--- src/rtl/sim_commit_monitor.sv ---
// Commit-stream monitor: cycle/instret counters, ebreak trap classification via a0,
// cycle-limit watchdog. Define SIM_MON_HIST_EN to build the committed-PC ring buffer.
module sim_commit_monitor #(
   parameter int              XLEN       = 32,
   parameter int              NCOMMIT    = 1,
   parameter int              CNT_W      = 32,
   parameter int              MAX_CYCLES = 1000000,
   parameter logic [XLEN-1:0] TRAP_INSTR = XLEN'(32'h00100073),
   parameter int              HIST_DEPTH = 16,
   localparam int             AW         = $clog2(HIST_DEPTH)
) (
   input  logic                    i_clk,
   input  logic                    i_rst,
   input  logic                    i_start,
   input  logic [NCOMMIT-1:0]      i_commit_valid,
   input  logic [NCOMMIT*XLEN-1:0] i_commit_pc,
   input  logic [NCOMMIT*XLEN-1:0] i_commit_instr,
   input  logic [XLEN-1:0]         i_trap_a0,
   output logic                    o_busy,
   output logic                    o_done,
   output logic [2:0]              o_status,
   output logic [CNT_W-1:0]        o_cycle_cnt,
   output logic [CNT_W-1:0]        o_instr_cnt,
   output logic [XLEN-1:0]         o_trap_pc,
   input  logic [AW-1:0]           i_hist_rd_idx,
   output logic [XLEN-1:0]         o_hist_rd_pc,
   output logic [AW:0]             o_hist_count
);
   localparam logic [2:0] ST_NONE = 3'd0, ST_GOOD = 3'd1, ST_BAD = 3'd2,
                          ST_UNKNOWN = 3'd3, ST_TIMEOUT = 3'd4;

   typedef enum logic [1:0] {S_IDLE, S_RUN, S_DONE} state_t;

   state_t                    r_state;
   logic                      r_busy, r_done;
   logic [2:0]                r_status;
   logic [CNT_W-1:0]          r_cycle_cnt, r_instr_cnt;
   logic [XLEN-1:0]           r_trap_pc;

   logic [NCOMMIT-1:0]        w_cnt_lane;
   logic [NCOMMIT-1:0][AW-1:0] w_rank;
   logic [2:0]                w_ncnt;
   logic                      w_trap_hit;
   logic [XLEN-1:0]           w_trap_pc;

   // Lanes are scanned oldest first; once a trap is seen the younger lanes are dropped.
   // w_rank is each lane's offset from the history write pointer.
   always_comb begin
      w_cnt_lane = '0;
      w_rank     = '0;
      w_ncnt     = '0;
      w_trap_hit = 1'b0;
      w_trap_pc  = '0;
      for (int i = 0; i < NCOMMIT; i++) begin
         w_rank[i] = AW'(w_ncnt);
         if (i_commit_valid[i] && !w_trap_hit) begin
            w_cnt_lane[i] = 1'b1;
            w_ncnt        = w_ncnt + 3'd1;
            if (i_commit_instr[i*XLEN +: XLEN] == TRAP_INSTR) begin
               w_trap_hit = 1'b1;
               w_trap_pc  = i_commit_pc[i*XLEN +: XLEN];
            end
         end
      end
   end

   always_ff @(posedge i_clk) begin
      if (i_rst) begin
         r_state     <= S_IDLE;
         r_busy      <= 1'b0;
         r_done      <= 1'b0;
         r_status    <= ST_NONE;
         r_cycle_cnt <= '0;
         r_instr_cnt <= '0;
         r_trap_pc   <= '0;
      end else begin
         case (r_state)
            S_IDLE, S_DONE: begin
               if (i_start) begin
                  r_state     <= S_RUN;
                  r_busy      <= 1'b1;
                  r_done      <= 1'b0;
                  r_status    <= ST_NONE;
                  r_cycle_cnt <= '0;
                  r_instr_cnt <= '0;
                  r_trap_pc   <= '0;
               end
            end
            S_RUN: begin
               r_cycle_cnt <= r_cycle_cnt + CNT_W'(1);
               r_instr_cnt <= r_instr_cnt + CNT_W'(w_ncnt);
               if (w_trap_hit) begin
                  r_state   <= S_DONE;
                  r_busy    <= 1'b0;
                  r_done    <= 1'b1;
                  r_trap_pc <= w_trap_pc;
                  if (i_trap_a0 == '0)             r_status <= ST_GOOD;
                  else if (i_trap_a0 == XLEN'(1))  r_status <= ST_BAD;
                  else                             r_status <= ST_UNKNOWN;
               end else if (r_cycle_cnt == CNT_W'(MAX_CYCLES - 1)) begin
                  r_state  <= S_DONE;
                  r_busy   <= 1'b0;
                  r_done   <= 1'b1;
                  r_status <= ST_TIMEOUT;
               end
            end
            default: r_state <= S_IDLE;
         endcase
      end
   end

   assign o_busy      = r_busy;
   assign o_done      = r_done;
   assign o_status    = r_status;
   assign o_cycle_cnt = r_cycle_cnt;
   assign o_instr_cnt = r_instr_cnt;
   assign o_trap_pc   = r_trap_pc;

`ifdef SIM_MON_HIST_EN
   logic [XLEN-1:0] r_hist [HIST_DEPTH];
   logic [AW-1:0]   r_wr_ptr;
   logic [AW:0]     r_hist_count;
   logic [XLEN-1:0] r_hist_rd_pc;
   logic [AW+2:0]   w_cnt_sum;

   assign w_cnt_sum = {2'b00, r_hist_count} + (AW+3)'(w_ncnt);

   // Storage is not reset; only entries below hist_count are meaningful.
   always_ff @(posedge i_clk) begin
      if (!i_rst && r_state == S_RUN) begin
         for (int i = 0; i < NCOMMIT; i++)
            if (w_cnt_lane[i])
               r_hist[r_wr_ptr + w_rank[i]] <= i_commit_pc[i*XLEN +: XLEN];
      end
   end

   always_ff @(posedge i_clk) begin
      if (i_rst) begin
         r_wr_ptr     <= '0;
         r_hist_count <= '0;
         r_hist_rd_pc <= '0;
      end else begin
         r_hist_rd_pc <= r_hist[r_wr_ptr - AW'(1) - i_hist_rd_idx];
         if (r_state != S_RUN && i_start) begin
            r_hist_count <= '0;
         end else if (r_state == S_RUN) begin
            r_wr_ptr     <= r_wr_ptr + AW'(w_ncnt);
            r_hist_count <= (w_cnt_sum > (AW+3)'(HIST_DEPTH)) ? (AW+1)'(HIST_DEPTH)
                                                              : w_cnt_sum[AW:0];
         end
      end
   end

   assign o_hist_rd_pc = r_hist_rd_pc;
   assign o_hist_count = r_hist_count;
`else
   logic w_unused;
   assign w_unused     = ^{i_hist_rd_idx, w_cnt_lane, w_rank};
   assign o_hist_rd_pc = '0;
   assign o_hist_count = '0;
`endif

endmodule
--- config.mk ---
export PLATFORM = sky130hd
export DESIGN_NAME = sim_commit_monitor
export DESIGN_NICKNAME = d
export VERILOG_FILES = /design/src/rtl/sim_commit_monitor.sv
export SDC_FILE = /design/constraint.sdc
export NUM_CORES = 1
export LEC_CHECK = 0
export BUFFER_PORTS_ARGS = -buffer_cell sky130_fd_sc_hd__buf_2
export CORE_MARGIN = 10
export CORE_UTILIZATION = 50
export DETAILED_ROUTE_END_ITERATION = 10
export PLACE_DENSITY_LB_ADDON = 0.2
export SYNTH_ARGS = -nofsm -noshare
export SYNTH_HDL_FRONTEND = slang
export SYNTH_SLANG_ARGS = --single-unit
--- constraint.sdc ---
create_clock -name i_clk -period 5.6 [get_ports i_clk]
set_clock_uncertainty 0.1 [all_clocks]
set_input_delay 0.84 -clock i_clk [delete_from_list [all_inputs] [get_ports i_clk]]
set_output_delay 0.84 -clock i_clk [all_outputs]
set_load 0.005 [all_outputs]
Word level (Yosys, flattened, before mapping)
Index checks and enable logic that the tools add are counted.
{"block": "op_classes", "n_addsub": 2, "eq_ne": 8, "muxes": 28, "reduce_logical": 8}
{"operator": "$pmux W32 S2", "count": 3}
{"operator": "$mux W32", "count": 4}
{"operator": "$add A32 B1 Y32 const B", "count": 1}
{"operator": "$add A32 B3 Y32", "count": 1}
{"operator": "$eq A32 B1 Y1 const B", "count": 1}
{"operator": "$eq A32 B20 Y1 const B", "count": 1}
{"operator": "$eq A32 B21 Y1 const B", "count": 1}
{"operator": "$logic_not A32 Y1", "count": 1}
{"operator": "$mux W1", "count": 10}
{"operator": "$mux W3", "count": 3}
{"operator": "$mux W2", "count": 4}
{"operator": "$pmux W3 S2", "count": 1}
{"operator": "$reduce_and A3 Y1", "count": 2}
{"operator": "$ne A2 B2 Y1 const B", "count": 2}
{"operator": "$pmux W1 S2", "count": 2}
{"operator": "$pmux W2 S2", "count": 1}
{"operator": "$reduce_and A2 Y1", "count": 2}
{"operator": "$ne A3 B3 Y1 const B", "count": 1}
{"operator": "$eq A2 B1 Y1 const B", "count": 1}
{"operator": "$eq A2 B2 Y1 const B", "count": 1}
{"operator": "$logic_not A2 Y1", "count": 1}
{"operator": "$reduce_bool A2 Y1", "count": 1}
{"operator": "$reduce_or A2 Y1", "count": 1}
{"block": "word_totals", "regBits": 103, "in_bits": 104, "out_inout_bits": 138, "elab_cells": 53}

Logic depth before layout (Yosys ltp)
Gate-level depths: netlist (run 1).
{"block": "logic_depth", "depth_word": 5, "mapped_depth": 8, "depth_no_buf": 7}

Worst setup path before layout (run 1)
OpenSTA, ideal clock, no wires.
{"block": "synth_path", "kind": "input-to-reg", "from": "in i_commit_valid", "to": "reg r_instr_cnt[26], in the netlist o_instr_cnt[26]", "setup_ns": 0.129, "t_arrival_ns": 2.463, "required_ns": 5.371, "setup_slack_ns": 2.908, "cell_stages": 8, "n_path_buf": 1, "cell_sequence": "ha_1 -> ha_1 -> nand3_1 -> or3_1 -> clkbuf_1 -> or4_1 -> nand4_1 -> o31ai_1"}
{"block": "synth_between", "elab_chain_len": 3}
{"item": "from (decl)", "line_no": "15", "text": "input logic [NCOMMIT-1:0] i_commit_valid,"}
{"item": "$mux W1", "line_no": "56", "text": "if (i_commit_valid[i] && !w_trap_hit) begin"}
{"item": "$add A32 B3 Y32", "line_no": "91", "text": "r_instr_cnt <= r_instr_cnt + CNT_W'(w_ncnt);"}
{"item": "$pmux W32 S2", "line_no": "77", "text": "case (r_state)"}
{"item": "to (signal assigned)", "line_no": "91"}
{"item": "to (decl)", "line_no": "37", "text": "logic [CNT_W-1:0] r_cycle_cnt, r_instr_cnt;"}
No other way between the ends.
A chain may end at the register's enable or synchronous reset.

Worst setup path in the final report (run 1)
{"block": "layout_path", "from": "in i_commit_instr[12]", "to": "reg r_trap_pc[31], in the netlist o_trap_pc[31]"}
{"block": "layout_between", "elab_chain_len": 5, "word_cells_on_any_way": 9, "cone_classes": "eq/ne (2); mux (6); reduce/logical (1)"}
{"item": "from (decl)", "line_no": "17", "text": "input logic [NCOMMIT*XLEN-1:0] i_commit_instr,"}
{"item": "$eq A32 B21 Y1 *", "line_no": "59", "text": "if (i_commit_instr[i*XLEN +: XLEN] == TRAP_INSTR) begin"}
{"item": "$mux W32 / $mux W1 (equally long branches)", "line_no": "59"}
{"item": "$mux W32 / $mux W1 (equally long branches)", "line_no": "56"}
{"item": "$mux W32 / $ne A2 B2 Y1 (equally long branches)"}
{"item": "$pmux W32 S2 / $reduce_and A3 Y1 (equally long branches)"}
{"item": "to (signal assigned)", "line_no": "96", "text": "r_trap_pc <= w_trap_pc;"}
{"item": "to (decl)", "line_no": "38", "text": "logic [XLEN-1:0] r_trap_pc;"}
Mark *: on every way between the ends. The rest lies on a longest branch, timed or not. The select of a mux whose other input is x is not followed.

==> results of run 1 <==
power groups by stage:
stage	registers (mW)	clock network (mW)	logic, mW
global route	0.738	0.514	0.105
global placement	0.754	0	0.0905
floorplan	0.754	0	0.0617
CTS	0.737	0.485	0.0934
finish	0.737	0.473	0.0942
detailed placement	0.754	0	0.0931
synth_stat cells, drive strengths merged, types with 4 or more instances:
master / n
o31ai: 7
nand3: 32
and4: 6
or3: 16
inv: 5
nand2: 42
dfxtp: 103
nor4: 16
clkbuf: 21
nand4: 32
nor2: 40
a22o: 32
o311ai: 4
mux2: 18
nand2b: 4
and3: 16
nor3: 9
o21a: 6
nor4b: 4
a21oi: 31
buf: 45
o211ai: 15
or4: 12
per-layer routing:
| layer | GRT usage (%) | share of wire, % | vias to the layer above | wire length, µm |
|---|---|---|---|---|
| li1 | - | - | 2398 | - |
| met1 | 21.3 | 39 | 2298 | 5960 |
| met2 | 36.6 | 51 | 186 | 7790 |
| met3 | 7.65 | 8.6 | 18 | 1320 |
| met4 | 7.02 | 2.1 | 0 | 322 |
| met5 | 0 | 0 | - | 0 |
worst reg2reg max path, cell delays in order, from the launching register on:
cell and delay, ns:
dfxtp_1 0.38, ha_1 0.19, ha_1 0.27, nand3_1 0.19
nor3_1 0.71, nand4_1 0.22, mux2_2 0.31, nor2_1 0.07
how the worst max path moves through the flow:
| stage | startpoint | endpoint | slack, ns | cells after the start |
|---|---|---|---|---|
| finish | i_commit_instr[12] | o_trap_pc[31] | 2.55 | 6 |
| global route | i_commit_instr[3] | o_trap_pc[5] | 2.37 | 6 |
| CTS | i_commit_instr[12] | o_trap_pc[2] | 2.54 | 6 |
| detailed placement | i_commit_instr[12] | o_trap_pc[16] | 2.16 | 6 |
| global placement | i_commit_instr[12] | o_trap_pc[16] | 2.22 | 6 |
| floorplan | i_commit_valid | o_instr_cnt[26] | 2.91 | 8 |
final cells by class:
class                           instances  area [µm²]
Sequential cell                       103        2060
Inverter                                5        18.8
Clock buffer                           10         128
Clock inverter                          6        68.8
Multi-Input combinational cell        413        2570
Timing Repair Buffer                  204        1030
Tap cell                              133         166
Fill cell                             916        3590
sequential cells by signal, summed over array words and instances (netlist names):
| register | cells |
|---|---|
| o_cycle_cnt | 32 |
| r_state | 2 |
| o_status | 3 |
| o_instr_cnt | 32 |
| o_done | 1 |
| o_trap_pc | 32 |
| o_busy | 1 |
kinds of logic (layout without fill, tap and decap cells):
logic type / count (synthesis) / in the layout / share of synthesized area (%)
AOI/OAI and AO/OA: 117 / 117 / 17.4
DFF: 103 / 103 / 42.1
and+or+nand+nor: 238 / 238 / 27.2
buffers and inverters: 71 / 225 / 8.37
muxes: 18 / 18 / 4.14
other: 1 / 37 / 0.0765
adders and majority gates: 3 / 3 / 0.766
stage by stage:
stage / area (µm²) / setup WS (ns) / power, mW / std cells
detailed placement: 5850 / 2.16 / 0.847 / 858
finish: 6040 / 2.55 / 1.30 / 874
global route: 6040 / 2.37 / 1.36 / 874
floorplan: 5040 / 2.91 / 0.815 / 587
CTS: 6040 / 2.54 / 1.32 / 874
global placement: 5850 / 2.22 / 0.844 / 858
==> out/qor.yml, run 1 <==
grt_overflow: 0
yosysTopAreaCellShare_pct: 42.1
die_h_um: 119
synth.avg_cell_area_um2: 8.89
yosysWarnings: 0
setup_viol: 0
finalHoldViolations: 0
internal_power_mw: 0.981
first_pass_iters: 4
synth.distinct_cells: 49
critPathLaunchType: "input port"
start_util_pct: 50.8
finalCriticalPeriod_ns: 3.05
antenna_found_initial: 0
critPathRequiredTime_ns: 5.80
drc: 0
seqPwrFrac_pct: 56.5
yosys-top-cells-area: "dfxtp_1, a22o_1, buf_4, mux2_2, nand4_1"
r2r-start: "o_instr_cnt[0]"
path_delay_family: "simple AND/OR/NAND/NOR gates"
final_net_count: 843
fin_tns_setup_ns: 0
fin_util_pct: 62.7
coreArea_um2: 9640
ys.flop_type: "dfxtp_1"
die-area_um2: 14200
syn_area_um2: 4900
end_kind: "flop"
grt_setup_unrepaired: "false"
whs_path_depth: 2
cts_buffer_depth: 2
p_switching_mw: 0.324
arrival_ns: 3.25
cts_hold_buffers: 0
cts.sinks: 103
whs_endpoint: "o_done"
antennaDiodeCount: 0
ys_seq_area_share_pct: 42.1
crit_type: "in -> reg"
tightest_slew_ns: 1.23
slowest_delay_ns: 0.94
drive_gt1_share_pct: 34.0
first_global_vias: 4741
cts_buffers: 9
rrSetupSlack_ns: 3.12
portBuffers: 200
cp_max_fo: 34
rows: 36
grt_max_degree: 68
p_leak_nw: 2.62
synth_cells: 551
grt_usage_pct: 20.4
ys_ff_latch: 103
slew_headroom_pct: 17.5
die_x_um: 119
final_cell_mix: "buf_2, dfxtp_1, nand2_1, nor2_1, conb_1"
cp.buffers_inverters: 1
drt_wl_total_mm: 15.4
worstPathCellList: "buf_2 -> nor4_1 -> nand4_1 -> or4_4 -> nor3_4 -> a22o_1"
synth_edf_count: 0
maxSlewViolCount: 0
clk_pin_slew_worst_paths_ns: 0.09
post_cts_resized: 0
crit_path_top_delay_cell: "nor3_4"
final_antenna_net_count: 0
vias: 4900
htree_levels: 3
post_drt_via_cell_ratio: 5.61
globalplace.congestion: 0.830
reg2reg_depth: 7
hold_path_startpoint: "o_done"
status: "finished clean"
finalCritPeriodShare_pct: 54.5
final_common_cell: "buf_2"
tritoncts: "yes"
area_growth_pct: 23.3
holdCritPathClass: "reg -> reg"
power_frac_comb_pct: 7.2
wl_per_cell_um: 17.6
ir_drop_uv: 111
crit-reg2reg-capture: "o_instr_cnt[18]"
clkPwrFrac_pct: 36.3
postSynth.asyncResetShare_pct: 0
io-pin-count: 242
maxCapViolCount: 0
grt_pass1_wl_mm: 24.2
root_buffer: "clkbuf_8"
drt_iter0_drc: 290
clock_latency_ns: 0.37
dp_hpwl_mm: 12.0
holdWs_ns: 0.372
cts_setup_buffers: 0
swShare_pct: 24.8
synth_top_cell_by_area: "dfxtp_1"
power_density_nw_per_um2: 216
clock.fmax_ghz: 0.328
Power figures use the tool's default switching activity.
==> run 2: changes to the inputs <==
Settings changed: ABC_AREA from default to 1, CORE_UTILIZATION 50 to 49.
Clock period 5.6 ns to 2.85 ns, I/O delays scaled along.
==> out/qor.yml, run 2 <==
antennaDiodeCount: 0
post_cts_resized: 0
cts_buffers: 9
post_drt_via_cell_ratio: 5.11
place_ws_ns: 0.626
setup_ws_ns: 0.850
cts_buffer_depth: 2
synth_edf_count: 0
synth_top_cell_by_area: "dfxtp_1"
io-pin-count: 242
first_pass_iters: 5
ys.flop_type: "dfxtp_1"
yosys-top-cells-area: "dfxtp_1, nand2_1, nand3_1, nor2_1, inv_1"
antenna_found_initial: 0
area_growth_pct: 20.8
finalCritPeriodShare_pct: 70.2
ir_drop_uv: 238
tritoncts: "yes"
critPathLaunchType: "flop"
final_cell_mix: "nand2_1, buf_2, dfxtp_1, nor2_1, nand3_1"
clk_pin_slew_worst_paths_ns: 0.07
coreArea_um2: 12000
drt_iter0_drc: 478
crit_type: "reg -> reg"
final_area_um2: 7230
globalplace.congestion: 0.920
status: "finished clean"
fillers: 1193
vias: 6346
synth_cells: 907
dpl_cell_area_um2: 6900
die_x_um: 130
fin_tns_setup_ns: 0
first_global_vias: 6038
grt_overflow: 0
portBuffers: 200
htree_levels: 3
die_h_um: 130
root_buffer: "clkbuf_16"
end_kind: "flop"
grt_usage_pct: 21.1
synth.avg_cell_area_um2: 6.59
clock_latency_ns: 0.35
tightest_slew_ns: 0.762
finalHoldViolations: 0
syn_area_um2: 5980
yosys.cell_count.top_type: "nand2_1"
cts_hold_buffers: 0
synth.distinct_cells: 45
synthTopCellsByCount: "nand2_1, dfxtp_1, nor2_1"
final_antenna_net_count: 0
grt_pass1_wl_mm: 29.3
holdCritPathClass: "in -> reg"
arrival_ns: 2.19
setup_viol: 0
final_common_cell: "nand2_1"
power_density_nw_per_um2: 423
maxSlewViolCount: 0
cp_max_fo: 5
start_util_pct: 50.0
yosysTopAreaCellShare_pct: 34.5
wl_per_cell_um: 14.9
ys_seq_area_share_pct: 34.5
die-area_um2: 17000
final_net_count: 1199
grt_max_degree: 73
dp_hpwl_mm: 14.2
ys_ff_latch: 103
cts_setup_buffers: 0
drive_gt1_share_pct: 25.8
slew_headroom_pct: 49.2
yosysWarnings: 0
drc: 0
finalCriticalPeriod_ns: 2.00
p_leak_nw: 3.33
rows: 40
critPathRequiredTime_ns: 3.03
postSynth.asyncResetShare_pct: 0
drt_wl_total_mm: 18.6
clock.fmax_ghz: 0.500
grt_setup_unrepaired: "false"
cts.sinks: 103
fin_util_pct: 60.4
maxCapViolCount: 0
## run 2: cell count changes after synthesis, sizes merged, moves of 32 or more
| cell | delta |
|---|---|
| inv | +89 |
| nand3 | +64 |
| a22o | -32 |
| nand2 | +210 |
| nor3 | +33 |
| nor2 | +73 |
## run 2: routing by layer
metal	vias to the layer above	GRT usage, %	routed length, µm
li1	3252	-	-
met1	2844	25.2	7500
met2	218	36.3	9380
met3	32	4.83	1310
met4	0	7.19	369
met5	-	0	0
## run 2: layout make-up
cell class / instances / area (µm²) / area share [%]
repair buffers: 205 / 1040 / 14.4
inverters: 94 / 353 / 4.88
flip-flops and latches: 103 / 2060 / 28.5
clock inverters: 5 / 82.6 / 1.14
clock buffers: 10 / 239 / 3.31
well taps: 147 / 184 / 2.55
multi-input cells: 679 / 3270 / 45.2
## run 2: final timing paths
kind	slack, ns	start	cells after the start	to
worst min-delay path	0.16	i_commit_pc[19]	3	o_trap_pc[19]
worst min register to register	0.36	o_status[2]	2	o_status[2]
worst max-delay path	0.85	o_instr_cnt[0]	11	o_instr_cnt[24]
worst max register to register	0.85	o_instr_cnt[0]	11	o_instr_cnt[24]
## run 2: per-stage QoR
step	cells	total power [mW]	hold slack, ns
6_report	1243	3.06	0.162
5_1_grt	1243	3.17	0.160
2_1_floorplan	943	1.66	0.357
4_1_cts	1243	3.08	0.152
3_5_place_dp	1228	1.74	0.353
3_3_place_gp	1228	1.74	0.349
## run 2: logic make-up (layout without fill, tap and decap cells)
kind of cell / count (synthesis) / count (layout) / share of synthesized area (%)
fa+ha+maj: 3 / 3 / 0.628
compound gates: 95 / 95 / 9.04
other cells: 1 / 37 / 0.0627
simple gates: 544 / 544 / 42.6
flops: 103 / 103 / 34.5
buf+inv: 161 / 314 / 13.1
## run 2: critical path, stage by stage, from the launching register on
cell and delay (ns):
dfxtp_1 0.36, ha_1 0.20, ha_1 0.22, nand2_2 0.10
nor2_4 0.14, and3_1 0.22, nand2_1 0.13, nor2_2 0.12
nand2_1 0.07, o21ai_0 0.09, nand2_1 0.08, nor2_1 0.11
## run 2: power by group
group | total (mW) | leakage [nW] | switching [mW] | internal, mW
Sequential | 1.45 | 0.830 | 0.00769 | 1.45
Clock | 1.35 | 0.159 | 0.554 | 0.791
Combinational | 0.257 | 2.34 | 0.171 | 0.0859
==> run 3: changes to the inputs <==
Settings changed: CORE_UTILIZATION 49 to 44.
Clock period 2.85 ns to 1.8 ns, I/O delays scaled along.
==> out/qor.yml, run 3 (synthesis results as in run 2) <==
die_x_um: 137
post_drt_via_cell_ratio: 4.98
cts_buffer_depth: 2
final_antenna_net_count: 0
area_growth_pct: 34.0
status: "finished clean"
p_leak_nw: 3.76
seqPwrFrac_pct: 46.9
die-area_um2: 18700
vias: 6669
cp.buffers_inverters: 2
maxCapViolCount: 0
grt_overflow: 0
cts.sinks: 103
first_global_vias: 6183
fin_util_pct: 60.3
p_switching_mw: 1.16
grt_usage_pct: 19.5
drt_iter0_drc: 512
tritoncts: "yes"
hold_path_startpoint: "i_commit_pc[14]"
wl_per_cell_um: 14.5
power_density_nw_per_um2: 612
drive_gt1_share_pct: 32.4
rows: 42
final_cell_mix: "nand2_1, buf_2, dfxtp_1, nor2_1, nand3_1"
finalCritPeriodShare_pct: 95.3
antenna_found_initial: 0
crit_path_top_delay_cell: "dfxtp_2"
end_kind: "flop"
final_common_cell: "nand2_1"
slowest_delay_ns: 0.34
grt_max_degree: 50
clock_latency_ns: 0.35
finalHoldViolations: 0
holdCritPathClass: "in -> reg"
crit_type: "reg -> reg"
dp_hpwl_mm: 15.0
internal_power_mw: 3.75
maxSlewViolCount: 0
fin_cells: 1338
htree_levels: 3
coreArea_um2: 13300
drc: 0
power_frac_comb_pct: 10.6
dp.cells: 1300
drt_wl_total_mm: 19.3
cp_max_fo: 4
ir_drop_uv: 434
final_net_count: 1265
clk_pin_slew_worst_paths_ns: 0.07
critPathLaunchType: "flop"
cts_buffers: 9
io-pin-count: 242
start_util_pct: 45.0
r2r-start: "o_cycle_cnt[0]"
setup_viol: 0
clock.fmax_ghz: 0.583
first_pass_iters: 5
grt_setup_unrepaired: "true"
portBuffers: 200
worstPathCellList: "ha_2 -> nand2_2 -> nor2_4 -> nand2_4 -> inv_2 -> nand2_1 -> nor2_2 -> inv_1 -> o31ai_1 -> a21oi_1"
crit_path_start: "o_cycle_cnt[0]"
grt_pass1_wl_mm: 30.1
arrival_ns: 1.85
die_h_um: 137
root_buffer: "clkbuf_16"
critPathRequiredTime_ns: 1.93
finalCriticalPeriod_ns: 1.71
swShare_pct: 23.6
fillers: 1298
clkPwrFrac_pct: 42.5
antennaDiodeCount: 0
path_delay_family: "simple AND/OR/NAND/NOR gates"
globalplace.congestion: 0.904
## run 3: changes by cell type in the layout (fill, tap and decap cells not counted), moves of 8 or more
cell and change:
dlygate4sd3_1 +10, buf_4 +50, nor2_1 -8, nand2_1 -8
## run 3: metrics by stage
step / worst slack [ns] / instance area (µm²) / hold slack (ns) / power [mW] / setup TNS, ns
6_report: 0.0854 / 8020 / 0.0123 / 4.91 / 0
5_1_grt: -0.0640 / 8020 / 0.000526 / 5.10 / -0.162
4_1_cts: 0.00229 / 7700 / 0.000229 / 4.91 / 0
3_5_place_dp: -0.0377 / 7300 / 0.354 / 2.81 / -0.0707
3_3_place_gp: 0.00455 / 7300 / 0.349 / 2.80 / 0
2_1_floorplan: 0.0976 / 6110 / 0.267 / 2.63 / 0
## run 3: final cells by class
cell class                 instances  area [µm²]  share of cell area [%]
sequential                       103        2070                    25.8
multi-input combinational        679        3440                    43.0
inverter                          94         353                    4.40
tap                              176         220                    2.75
clock inverter                     4        70.1                   0.874
timing repair buffer             271        1620                    20.2
clock buffer                      11         243                    3.03
## run 3: path summary, 6_finish.rpt
path / end / slack [ns] / depth (start not counted)
setup / recovery: o_cycle_cnt[12] / 0.09 / 10
hold / removal: o_trap_pc[14] / 0.01 / 3
setup reg to reg: o_cycle_cnt[12] / 0.09 / 10
hold reg to reg: o_status[2] / 0.36 / 2
## run 3: routing by layer
layer	track usage (%)	part of all wire, %	up-vias
met2	33.0	49	237
met3	5.87	8.3	19
met1	24.3	42	3031
met4	3.31	1.3	0
met5	0	0	-
li1	-	-	3382
## run 3: what timing repair did
action	CTS	global route
hold endpoints to repair	9	1
setup endpoints to repair	0	34
buffers inserted	0	13
gates resized for setup	0	56
hold buffers	9	1
## run 3: worst register-to-register path, delay by kind of cell (launching register included)
kind / cells / cell delay (ns)
flip-flops: 1 / 0.34
buffers and inverters: 2 / 0.16
AND/OR/NAND/NOR: 5 / 0.57
AO/OA/AOI/OAI: 2 / 0.25
adder cells (fa/ha/maj): 1 / 0.19
## run 3: power groups by stage
| stage | clock network (mW) | registers [mW] | logic [mW] |
|---|---|---|---|
| 6_report | 2.09 | 2.30 | 0.519 |
| 5_1_grt | 2.22 | 2.30 | 0.571 |
| 4_1_cts | 2.14 | 2.30 | 0.471 |
| 3_5_place_dp | 0 | 2.35 | 0.454 |
| 3_3_place_gp | 0 | 2.35 | 0.452 |
| 2_1_floorplan | 0 | 2.35 | 0.278 |
